**src/rtl/phase_sequencer.sv**
```systemverilog
// phase_sequencer
//
// Five-phase instruction-cycle sequencer for the SIMPLE CPU. It walks a one-hot
// phase vector through fetch (phases 1-2), hold (3-4) and complete (5). It keeps
// the program counter, the instruction register, the last load word and a
// retired-instruction count. A HLT instruction drops it back to idle.
//
// Ports
//   clock        in   system clock, rising edge
//   reset        in   asynchronous active-high reset
//   run          in   start request, honoured only while halted
//   memoryData   in   [15:0] synchronous memory read data
//   branchTaken  in   branch decision, sampled at the end of phase 5
//   branchTarget in   [15:0] branch destination, sampled with branchTaken
//   phase        out  [4:0] one-hot phase, 00000 while halted
//   IRData       out  [15:0] current instruction
//   PC           out  [15:0] program counter
//   loadData     out  [15:0] last word captured by a load
//   halted       out  high while idle
//   retired      out  [15:0] completed-instruction count

module phase_sequencer (
    input  logic        clock,
    input  logic        reset,
    input  logic        run,
    input  logic [15:0] memoryData,
    input  logic        branchTaken,
    input  logic [15:0] branchTarget,
    output logic [4:0]  phase,
    output logic [15:0] IRData,
    output logic [15:0] PC,
    output logic [15:0] loadData,
    output logic        halted,
    output logic [15:0] retired
);

    typedef enum logic [0:0] {StHalted, StRun} state_e;

    localparam logic [4:0] Ph1 = 5'b00001;
    localparam logic [4:0] Ph2 = 5'b00010;
    localparam logic [4:0] Ph3 = 5'b00100;
    localparam logic [4:0] Ph4 = 5'b01000;
    localparam logic [4:0] Ph5 = 5'b10000;

    state_e      state_q, state_d;
    logic [4:0]  phase_q, phase_d;
    logic [15:0] pc_q, pc_d;
    logic [15:0] ir_q, ir_d;
    logic [15:0] load_q, load_d;
    logic [15:0] retired_q, retired_d;
    // Cleared by reset and set on the first edge afterwards, so a run that is
    // already high in the cycle reset is released does not start the machine.
    logic        armed_q;

    logic is_load;
    logic is_hlt;

    assign is_load = (ir_q[15:14] == 2'b00);
    assign is_hlt  = (ir_q[15:14] == 2'b11) && (ir_q[7:4] == 4'b1111);

    always_ff @(posedge clock or posedge reset) begin
        if (reset) begin
            state_q   <= StHalted;
            phase_q   <= 5'b00000;
            pc_q      <= 16'h0000;
            ir_q      <= 16'h0000;
            load_q    <= 16'h0000;
            retired_q <= 16'h0000;
            armed_q   <= 1'b0;
        end else begin
            state_q   <= state_d;
            phase_q   <= phase_d;
            pc_q      <= pc_d;
            ir_q      <= ir_d;
            load_q    <= load_d;
            retired_q <= retired_d;
            armed_q   <= 1'b1;
        end
    end

    always_comb begin
        state_d   = state_q;
        phase_d   = phase_q;
        pc_d      = pc_q;
        ir_d      = ir_q;
        load_d    = load_q;
        retired_d = retired_q;

        unique case (state_q)
            StHalted: begin
                phase_d = 5'b00000;
                if (run && armed_q) begin
                    state_d = StRun;
                    phase_d = Ph1;
                end
            end
            StRun: begin
                unique case (phase_q)
                    Ph1: phase_d = Ph2;
                    Ph2: begin
                        ir_d    = memoryData;
                        pc_d    = pc_q + 16'd1;
                        phase_d = Ph3;
                    end
                    Ph3: phase_d = Ph4;
                    Ph4: phase_d = Ph5;
                    Ph5: begin
                        if (is_load) begin
                            load_d = memoryData;
                        end
                        retired_d = retired_q + 16'd1;
                        if (is_hlt) begin
                            state_d = StHalted;
                            phase_d = 5'b00000;
                        end else begin
                            if (branchTaken) begin
                                pc_d = branchTarget;
                            end
                            phase_d = Ph1;
                        end
                    end
                    default: begin
                        // Unreachable encoding: park safely in idle.
                        state_d = StHalted;
                        phase_d = 5'b00000;
                    end
                endcase
            end
            default: begin
                state_d = StHalted;
                phase_d = 5'b00000;
            end
        endcase
    end

    assign phase    = phase_q;
    assign IRData   = ir_q;
    assign PC       = pc_q;
    assign loadData = load_q;
    assign halted   = (state_q == StHalted);
    assign retired  = retired_q;

endmodule

```
**config.mk**
```make
export PLATFORM = sky130hd
export DESIGN_NAME = phase_sequencer
export DESIGN_NICKNAME = d
export VERILOG_FILES = /design/src/rtl/phase_sequencer.sv
export SDC_FILE = /design/constraint.sdc
export NUM_CORES = 1
export LEC_CHECK = 0
export ABC_AREA = 1
export CORE_MARGIN = 4
export CORE_UTILIZATION = 51
export CTS_CLUSTER_DIAMETER = 60
export DETAILED_ROUTE_END_ITERATION = 10
export PLACE_DENSITY = 0.82
export RECOVER_POWER = 100
export SLEW_MARGIN = 5
export SYNTH_ARGS = -nofsm -noshare
export SYNTH_HDL_FRONTEND = slang
export SYNTH_SLANG_ARGS = --single-unit
export TNS_END_PERCENT = 5
```
**constraint.sdc**
```tcl
create_clock -name clock -period 3.45 [get_ports clock]
set_input_delay 0.345 -clock clock [delete_from_list [all_inputs] [get_ports clock]]
set_output_delay 0.345 -clock clock [all_outputs]
set_load 0.1 [all_outputs]
```
Word level (Yosys, flattened, before mapping)
Cells that the tools add are included.

storage, ports and cells
  bits in registers = 71
  output and inout bits = 70

cells by class
  reduce and logical (&&, ||, !) cells = 9
  equal/unequal tests = 9
  add/subtract/negate cells = 2
  bitwise operators = 1
  multiplexer cells = 11

operators by type and width
  kind                                            number
  adder 16 x 1 -> 16 bit (second input constant)  2
  2-to-1 mux 16 bit                               2
  case mux 16 bit (2 select lines)                1
  case mux 5 bit (5 select lines)                 1
  case mux 5 bit (2 select lines)                 1
  == test 5 x 1 -> 1 bit (second input constant)  1
  == test 5 x 2 -> 1 bit (second input constant)  1
  == test 5 x 3 -> 1 bit (second input constant)  1
  == test 5 x 4 -> 1 bit (second input constant)  1
  == test 5 bit (second input constant)           1
  == test 4 bit (second input constant)           1
  2-to-1 mux 1 bit                                4
  inequality test 2 bit (second input constant)   2
  case mux 1 bit (2 select lines)                 2
  AND reduction 2 bit                             2
  AND reduction 4 bit                             1
  OR reduction 4 bit                              1
  AND reduction 3 bit                             1
  == test 2 bit (second input constant)           1
  logical AND 1 bit                               2
  zero test 2 bit                                 1
  nonzero test 2 bit                              1
  NOT 1 bit                                       1

Depth between registers and ports, before layout
Gate-level depths: netlist (run 1).

  depth in word-level cells = 5
  mapped depth = 9
  mapped depth without buffers = 9

Least setup slack after synthesis (run 1)
Ideal clock, no wire load.

  path kind = flip-flop to flip-flop
  start = register pc_q[1] (netlist: PC[1])
  end = register pc_q[8] (netlist: PC[8])
  slack = 1.340 ns
  arrival = 1.982 ns
  cell stages (with the launch flop) = 9
  clock period less this slack = 2.110 ns
  cell sequence = dfrtp_1 ha_1 nand2_1 nor2_1 nand3_1 nand3_1 nand2_1 nand2_1 o21ai_0

on the way
  word-level cells in the longest chain between the ends = 2

RTL lines
  element                           line  source
  start, declared                   47    logic [15:0] pc_q, pc_d;
  start signal, assigned            73    pc_q <= pc_d;
  adder 16 x 1 -> 16 bit            102   pc_d = pc_q + 16'd1;
  case mux 16 bit (2 select lines)  98    unique case (phase_q)

Every way passes these cells.
A chain may end at the register's enable or synchronous reset.

Worst setup path after layout (run 1)
  start = register phase_q[0] (netlist: phase[0])
  end = register pc_q[5] (netlist: PC[5])

on the way
  word-level cells in the longest chain between the ends = 3

RTL lines
  element                                                                       line  source
  start, declared                                                               46    logic [4:0] phase_q, phase_d;
  start signal, assigned                                                        72    phase_q <= phase_d;
  == test 5 bit / == test 5 x 2 -> 1 bit (equally long branches)                98
  inequality test 2 bit (no line) / nonzero test 2 bit (equally long branches)  --
  AND reduction 4 bit (no line)                                                 --

Parallel ways exist; a longest one is shown, timed or not.

==> results of run 1 <==
logic make-up (layout without fill, tap and decap cells):
logic type               count (synthesis)  in the layout  share of synthesized area, %
flip-flops                              71             71                          49.1
AND/OR/NAND/NOR                        277            277                          33.1
other                                    1              1                         0.104
adder cells (fa/ha/maj)                  2              2                         0.691
AO/OA/AOI/OAI                           48             48                          6.95
XOR/XNOR                                11             11                          2.66
buffers and inverters                   67            177                          7.43
final timing paths:
path	from	endpoint
worst max-delay path	phase[0]$_DFF_PP0_	PC[5]$_DFFE_PP0P_
worst min-delay path	loadData[6]$_DFFE_PP0P_	loadData[6]$_DFFE_PP0P_
worst max register to register	phase[0]$_DFF_PP0_	PC[5]$_DFFE_PP0P_
worst min register to register	loadData[6]$_DFFE_PP0P_	loadData[6]$_DFFE_PP0P_
max in group asynchronous	reset	loadData[8]$_DFFE_PP0P_
min in group asynchronous	reset	retired[15]$_DFFE_PP0P_
final cells by class:
cell class / count / area share, %
Sequential cell: 71 / 36.1
Multi-Input combinational cell: 339 / 31.2
Timing Repair Buffer: 107 / 21.6
Inverter: 54 / 4.12
Clock buffer: 11 / 2.88
Tap cell: 96 / 2.44
Clock inverter: 5 / 1.65
placed cells by master, fill, tap and decap left out:
cell type | synthesis | layout
nor3_1 | 1 | 1
clkbuf_2 | 0 | 1
o21ai_0 | 31 | 33
nand4_1 | 17 | 17
a21oi_1 | 14 | 15
nor2_1 | 63 | 65
clkbuf_8 | 0 | 10
clkbuf_1 | 4 | 2
clkinv_2 | 0 | 1
inv_2 | 2 | 2
clkdlybuf4s50_1 | 0 | 34
nand4_2 | 1 | 1
inv_1 | 52 | 52
nand2_1 | 148 | 150
nand3b_1 | 1 | 1
clkinv_4 | 0 | 1
nor2_4 | 4 | 2
conb_1 | 1 | 1
nor2_2 | 1 | 1
nand2_2 | 3 | 1
xnor2_1 | 7 | 7
clkinvlp_4 | 0 | 1
or2_2 | 2 | 2
bufinv_16 | 0 | 2
dlygate4sd3_1 | 0 | 71
nand3_1 | 33 | 35
ha_1 | 2 | 2
dfrtp_1 | 71 | 71
nor3b_1 | 1 | 1
xor2_1 | 4 | 4
registers in the layout, summed over array words and instances (netlist names):
name,cells
state_q,1
phase,5
PC,16
armed_q,1
retired,16
IRData,16
loadData,16
power breakdown:
part	leakage [µW]	total [µW]	switching (µW)	internal, µW
clock network	0.000110	747	320	428
logic	0.00140	2150	1720	425
registers	0.000862	1200	189	1010
per-layer routing:
| metal | up-vias | part of all wire [%] |
|---|---|---|
| met5 | - | 0 |
| met4 | 0 | 2.7 |
| met3 | 28 | 8.5 |
| met2 | 167 | 48 |
| met1 | 1622 | 41 |
| li1 | 1716 | - |
stage by stage:
stage          util [%]  power, µW
2_1_floorplan         -       2880
3_3_place_gp       69.6       3400
3_5_place_dp       69.6       3430
4_1_cts            72.8       4190
5_1_grt            72.0       4280
6_report           72.0       4100
worst min-delay path: stages (launching register included):
cell	delay, ns
dfrtp_1	0.35
nand2_1	0.05
o21ai_0	0.06
==> run_results.csv, run 1 <==
group,metric,value,unit
status,status,"completed",
sta,fmaxAchievable,0.387,GHz
detailed_routing,wl_per_cell,13.8,µm
synth,ys_warn_count,0,
clock_tree,path_clk_slew,0.08,ns
worst_hold_path,hold_depth,2,
detailed_routing,drtIter0Drc,175,
worst_setup_path,arrival,2.75,ns
synth,synthFlopType,"dfrtp_1",
global_route,antenna_found_initial,0,
global_route,grt_util_met1,28.0,%
synth,avgSynthCellArea,7.59,µm²
cells_and_area,drive_above_1_share,4.26,%
cells_and_area,fillers,572,
placement,gp_congestion,0.890,
detailed_routing,ant_nets,0,
sta,rsz0062_at_grt,"no",
pwr,leakagePower,0.00237,µW
synth,yosysMostFrequentCell,"nand2_1",
cells_and_area,fin_cells,683,
sta,slew_viol_final,0,
worst_setup_path,path_max_fanout,17,
cells_and_area,area_growth,35.8,%
synth,synthCells,477,
placement,placed_cells,667,
detailed_routing,dr.pass1.iters,5,
synth,yosysSeqAreaShare,49.1,%
detailed_routing,drc_errors,0,
pwr,vdd_ir_drop_max,538,µV
global_route,grt_pass1_vias,3563,
cells_and_area,regArea,0.00178,mm²
worst_setup_path,critical_path_class,"register to register",
worst_setup_path,crit_family,"compound AO/OA/AOI/OAI gates",
sta,max-slew-margin-rel,12.0,%
worst_setup_path,max_stage_delay,0.93,ns
synth,syn_area,0.00362,mm²
global_route,grt_use_met3,6.32,%
placement,portBuffers,105,
synth,ys_types,27,
clock_tree,clk_path_buf_depth,2,
cells_and_area,multi_input_area,0.00153,mm²
cells_and_area,layout.nets,620,
synth,synth_edf_count,0,
worst_setup_path,rrSetupSlack,0.86,ns
worst_setup_path,crit_cells,6,
worst_hold_path,hold_class,"register to register",
clock_tree,clk_latency,0.34,ns
run,maxCapViolations,0,
placement,dpl_worst_slack,1.31,ns
die,dieWidth,92.3,µm
global_route,track_usage,23.4,%
sta,worst_slack,0.863,ns
die,core.rowCount,30,
clock_tree,numCtsBuffers,9,
clock_tree,cts_tree,"done",
synth,synthDominantCellAreaShare,49.1,%
sta,finalSetupViolCount,0,
detailed_routing,num_vias,3533,
die,dieArea,0.00851,mm²
global_route,met2_usage,40.1,%
synth,async_flop_share,100,%
global_route,grt_max_degree,40,
placement,dp_hpwl,6.72,mm
worst_setup_path,end_kind,"register",
pwr,pwr_density_cell,833,mW/mm²
clock_tree,cts.sinks,71,
cells_and_area,stdcell_area,0.00492,mm²
worst_setup_path,startpoint_type,"register",
clock_tree,h-tree-depth,3,
sta,finalCritPeriodShare,75.0,%
die,core_area,0.00683,mm²
clock_tree,ctsResizeCount,0,
synth,yosysTopAreaCell,"dfrtp_1",
synth,syn_nets,515,
worst_setup_path,reg2regPathDepth,6,
cells_and_area,n_antenna_cell,0,
clock_tree,holdBufCountCts,0,
detailed_routing,routed_wl,9.45,mm
clock_tree,root_buffer,"clkbuf_8",
worst_setup_path,crit_buf_inv,0,
detailed_routing,viasPerCell,5.17,
sta,fin_setup_tns,0,ns
sta,fin_skew,0.00915,ns
global_route,grt_pass1_wl,16.1,mm
global_route,grt_most_used_layer,"met2",
sta,finalHoldWorstSlack,0.488,ns
die,io_pins,106,
sta,hold_viol,0,
die,die_height,92.3,µm
synth,synth_seq_cells,71,
synth,synthTopCellsByCount,"nand2_1, dfrtp_1, nor2_1, inv_1, nand3_1",
clock_tree,post_cts_buffers,0,
sta,fin_crit,2.59,ns
worst_setup_path,cp_data_required_time,3.62,ns
worst_setup_path,crit_chain,"nor2_1 -> nand2_2 -> nor2_4 -> nand2_1 -> a21oi_1 -> o21ai_0",
placement,placed_cell_area,0.00475,mm²
sta,tightestPinTransition,1.32,ns
synth,yosys-top-cells-area,"dfrtp_1, nand2_1, nor2_1, inv_1, nand3_1",
die,initial_core_util,53.0,%
worst_setup_path,critPathSlowestCell,"a21oi_1",
global_route,grt_remaining_overflow,0,
Power figures use the tool's default switching activity.
==> inputs of run 2 (changes only) <==
Settings changed: CORE_UTILIZATION 51 to 43, PLACE_DENSITY 0.82 to 0.74.
Clock period 3.45 ns to 2.32 ns, I/O delays scaled along.
==> run_results.csv, run 2 (synthesis results as in run 1) <==
group,metric,value,unit
clock_tree,h-tree-depth,3,
cells_and_area,multi_input_area,0.00156,mm²
cells_and_area,layout.nets,622,
cells_and_area,area_growth,24.5,%
clock_tree,clk_latency,0.36,ns
clock_tree,cts.sinks,71,
die,dieArea,0.00995,mm²
sta,tightestPinTransition,1.58,ns
run,maxCapViolations,1,
pwr,pwr_density_cell,1270,mW/mm²
cells_and_area,drive_above_1_share,6.45,%
worst_setup_path,max_stage_delay,0.93,ns
sta,fmaxAchievable,0.509,GHz
worst_setup_path,crit_chain,"clkbuf_1",
worst_setup_path,end_kind,"output port",
cells_and_area,n_antenna_cell,0,
global_route,grt_pass1_vias,3450,
clock_tree,ctsResizeCount,0,
die,io_pins,106,
sta,hold_viol,0,
clock_tree,root_buffer,"clkbuf_8",
clock_tree,numCtsBuffers,9,
status,violations,"capacitance limit, slew limit",
die,core.rowCount,33,
cells_and_area,layout_common_cells,"nand2_1, dfrtp_1, clkbuf_1",
worst_setup_path,crit_buf_inv,1,
detailed_routing,ant_nets,0,
pwr,leakagePower,0.00215,µW
global_route,grt_pass1_wl,15.9,mm
detailed_routing,wl_per_cell,13.6,µm
clock_tree,post_cts_buffers,0,
placement,dp_hpwl,6.90,mm
clock_tree,holdBufCountCts,0,
placement,portBuffers,105,
worst_setup_path,critical_path_class,"register to output port",
sta,finalSetupViolCount,0,
die,die_height,99.8,µm
detailed_routing,drc_errors,0,
sta,slew_viol_final,72,
cells_and_area,fin_cells,694,
detailed_routing,viasPerCell,4.95,
sta,fin_skew,0.0119,ns
sta,fin_setup_tns,0,ns
worst_setup_path,cp_data_required_time,2.09,ns
clock_tree,path_clk_slew,0.09,ns
detailed_routing,drtIter0Drc,142,
worst_setup_path,crit_family,"buffers and inverters",
global_route,grt_max_degree,72,
worst_setup_path,startpoint_type,"register",
detailed_routing,routed_wl,9.46,mm
worst_setup_path,critPathSlowestCell,"clkbuf_1",
clock_tree,cts_tree,"done",
die,dieWidth,99.8,µm
sta,max-slew-margin-rel,-5.13,%
sta,finalCritPeriodShare,84.7,%
cells_and_area,regArea,0.00178,mm²
placement,gp_congestion,0.853,
worst_setup_path,arrival,1.73,ns
sta,fin_crit,1.97,ns
status,status,"finished with violations",
worst_setup_path,path_max_fanout,4,
global_route,antenna_found_initial,0,
placement,placed_cells,678,
worst_hold_path,hold_class,"input pin to register",
sta,rsz0062_at_grt,"no",
global_route,grt_remaining_overflow,0,
global_route,track_usage,19.8,%
detailed_routing,num_vias,3438,
detailed_routing,dr.pass1.iters,4,
die,initial_core_util,44.1,%
clock_tree,clk_path_buf_depth,2,
cells_and_area,mostFrequentLayoutCell,"nand2_1",
die,core_area,0.00822,mm²
pwr,vdd_ir_drop_max,828,µV
cells_and_area,fillers,865,
-- run 2: final timing paths --
kind,start,end,slack (ns),depth (start not counted)
max,phase[0]$_DFF_PP0_,phase[0],0.35,1
min,memoryData[8],IRData[8]$_DFFE_PP0P_,0.42,3
max reg2reg,phase[0]$_DFF_PP0_,loadData[9]$_DFFE_PP0P_,0.46,7
min reg2reg,loadData[7]$_DFFE_PP0P_,loadData[7]$_DFFE_PP0P_,0.50,2
max in group asynchronous,reset,PC[8]$_DFFE_PP0P_,0.64,3
min in group asynchronous,reset,retired[15]$_DFFE_PP0P_,0.73,3
-- run 2: final cells by class --
cell class	count	share of cell area, %
Inverter	54	4.50
Sequential cell	71	39.4
Tap cell	105	2.92
Timing Repair Buffer	109	14.3
Clock inverter	7	1.53
Multi-Input combinational cell	339	34.6
Clock buffer	9	2.75
-- run 2: metal layers --
metal,global-route usage (%),share of wire [%],wire length (µm),vias to the layer above
met5,0,0,0,-
met4,5.57,0.97,92,0
met3,5.26,7.2,686,10
met2,33.6,49,4640,113
met1,24.8,43,4050,1595
li1,-,-,-,1720
-- run 2: power breakdown --
part | internal [µW] | switching, µW
sequential | 1510 | 299
clock | 424 | 568
combinational | 400 | 2540
-- run 2: stage by stage --
step / utilization (%) / hold WS [ns] / worst slack [ns] / power, µW / instance area (µm²)
4_1_cts: 58.4 / 0.282 / 0.519 / 6020 / 4800
3_3_place_gp: 56.0 / 0.469 / 0.630 / 4970 / 4600
3_5_place_dp: 56.0 / 0.478 / 0.529 / 5020 / 4600
5_1_grt: 54.9 / 0.424 / 0.230 / 6010 / 4510
6_report: 54.9 / 0.418 / 0.355 / 5740 / 4510
2_1_floorplan: - / 0.353 / 0.210 / 4280 / 3620
==> inputs of run 3 (changes only) <==
Settings changed: CORE_UTILIZATION 43 to 48, PLACE_DENSITY 0.74 to 0.78.
Clock period 2.32 ns to 1.9 ns, I/O delays scaled along.
==> run_results.csv, run 3 (synthesis results as in run 1) <==
group,metric,value,unit
status,status,"completed",
placement,gp_congestion,0.884,
pwr,leakagePower,0.00238,µW
cells_and_area,layout_common_cells,"nand2_1, clkbuf_2, nor2_1",
detailed_routing,ant_nets,0,
pwr,vdd_ir_drop_max,971,µV
clock_tree,cts_tree,"done",
clock_tree,clk_path_buf_depth,2,
clock_tree,post_cts_buffers,0,
worst_setup_path,path_max_fanout,17,
global_route,grt_max_degree,34,
sta,hold_viol,0,
clock_tree,ctsResizeCount,0,
cells_and_area,stdcell_area,0.00472,mm²
detailed_routing,viasPerCell,4.90,
global_route,grt_pass1_wl,15.4,mm
cells_and_area,fillers,713,
placement,dpl_worst_slack,0.262,ns
worst_hold_path,hold_class,"input pin to register",
worst_setup_path,reg2regPathDepth,6,
worst_setup_path,rr_endpoint,"PC[5]$_DFFE_PP0P_",
die,core.rowCount,31,
placement,dp_hpwl,6.81,mm
pwr,pwr_density_cell,1590,mW/mm²
sta,fin_setup_tns,0,ns
cells_and_area,layout.nets,626,
clock_tree,clk_latency,0.35,ns
global_route,track_usage,22.1,%
worst_setup_path,critical_path_class,"register to register",
sta,fin_skew,0.00863,ns
die,io_pins,106,
detailed_routing,drtIter0Drc,143,
die,core_area,0.00729,mm²
detailed_routing,dr.pass1.iters,4,
clock_tree,path_clk_slew,0.08,ns
worst_hold_path,hold_end,"IRData[3]$_DFFE_PP0P_",
placement,portBuffers,105,
clock_tree,numCtsBuffers,9,
cells_and_area,multi_input_area,0.00156,mm²
worst_hold_path,hold_depth,3,
clock_tree,h-tree-depth,3,
sta,worst_slack,0.218,ns
die,die_height,94.9,µm
cells_and_area,mostFrequentLayoutCell,"nand2_1",
die,dieArea,0.00900,mm²
cells_and_area,drive_above_1_share,20.1,%
sta,fmaxAchievable,0.595,GHz
detailed_routing,num_vias,3389,
cells_and_area,n_antenna_cell,0,
global_route,antenna_found_initial,0,
sta,finalSetupViolCount,0,
sta,slew_viol_final,0,
die,dieWidth,94.9,µm
cells_and_area,area_growth,30.4,%
run,maxCapViolations,0,
cells_and_area,regArea,0.00179,mm²
placement,placed_cell_area,0.00468,mm²
sta,rsz0062_at_grt,"no",
clock_tree,cts.sinks,71,
worst_setup_path,r2r_start,"phase[0]$_DFF_PP0_",
worst_setup_path,cp_data_required_time,2.11,ns
sta,tightestPinTransition,0.904,ns
worst_setup_path,startpoint_type,"register",
detailed_routing,wl_per_cell,13.3,µm
sta,fin_crit,1.68,ns
detailed_routing,drc_errors,0,
global_route,grt_pass1_vias,3313,
sta,finalCritPeriodShare,88.5,%
worst_setup_path,arrival,1.89,ns
detailed_routing,routed_wl,9.20,mm
worst_hold_path,hp-start,"memoryData[3]",
clock_tree,holdBufCountCts,0,
worst_setup_path,end_kind,"register",
die,initial_core_util,49.7,%
worst_setup_path,rrSetupSlack,0.22,ns
sta,max-slew-margin-rel,39.4,%
clock_tree,root_buffer,"clkbuf_8",
global_route,grt_remaining_overflow,0,
==> run 3: cell type report <==
type | instances | share of cell area (%)
flip-flops and latches | 71 | 37.9
clock buffers | 9 | 2.62
inverters | 54 | 4.32
clock inverters | 7 | 3.07
well taps | 99 | 2.62
repair buffers | 113 | 16.3
multi-input cells | 339 | 33.1
==> run 3: power by group <==
part           total, µW  internal, µW  leakage, µW  switching (µW)
logic               3700           588      0.00141            3110
clock network       1620          1010     0.000130             610
registers           2210          1850     0.000846             356
total               7520          3450      0.00238            4080
==> run 3: stage by stage <==
stage          util, %  cells  total power (µW)  hold slack (ns)
6_report          64.8    692              7520            0.379
5_1_grt           64.8    692              7880            0.392
4_1_cts           67.8    692              7810            0.230
3_5_place_dp      64.1    676              6170            0.475
3_3_place_gp      64.1    676              6110            0.470
2_1_floorplan        -    477              5240            0.311
==> run 3: worst max path at each step <==
stage	start	end	slack, ns	cells past startpoint
finish	phase[0]$_DFF_PP0_	PC[5]$_DFFE_PP0P_	0.22	6
global placement	phase[3]$_DFF_PP0_	retired[10]$_DFFE_PP0P_	0.31	6
global route	retired[0]$_DFFE_PP0P_	retired[14]$_DFFE_PP0P_	0.07	8
CTS	phase[3]$_DFF_PP0_	PC[5]$_DFFE_PP0P_	0.26	6
detailed placement	phase[0]$_DFF_PP0_	PC[3]$_DFFE_PP0P_	0.26	6
floorplan	IRData[5]$_DFFE_PP0P_	PC[12]$_DFFE_PP0P_	0.02	9
==> run 3: metal layers <==
layer / vias to the layer above / track usage [%] / share of wire, % / routed length, µm
li1: 1729 / - / - / -
met5: - / 0 / 0 / 0
met4: 0 / 8.29 / 2.0 / 188
met1: 1542 / 27.3 / 43 / 3960
met3: 18 / 4.62 / 6.1 / 565
met2: 100 / 37.9 / 49 / 4480
==> run 3: worst max-delay path, cell delays in order, from the launching register on <==
cell and delay [ns]:
dfrtp_1 0.44, nor2_4 0.18, nand2_1 0.11, nor2_4 0.17, nand2_2 0.10, a21oi_4 0.38
o21ai_0 0.16
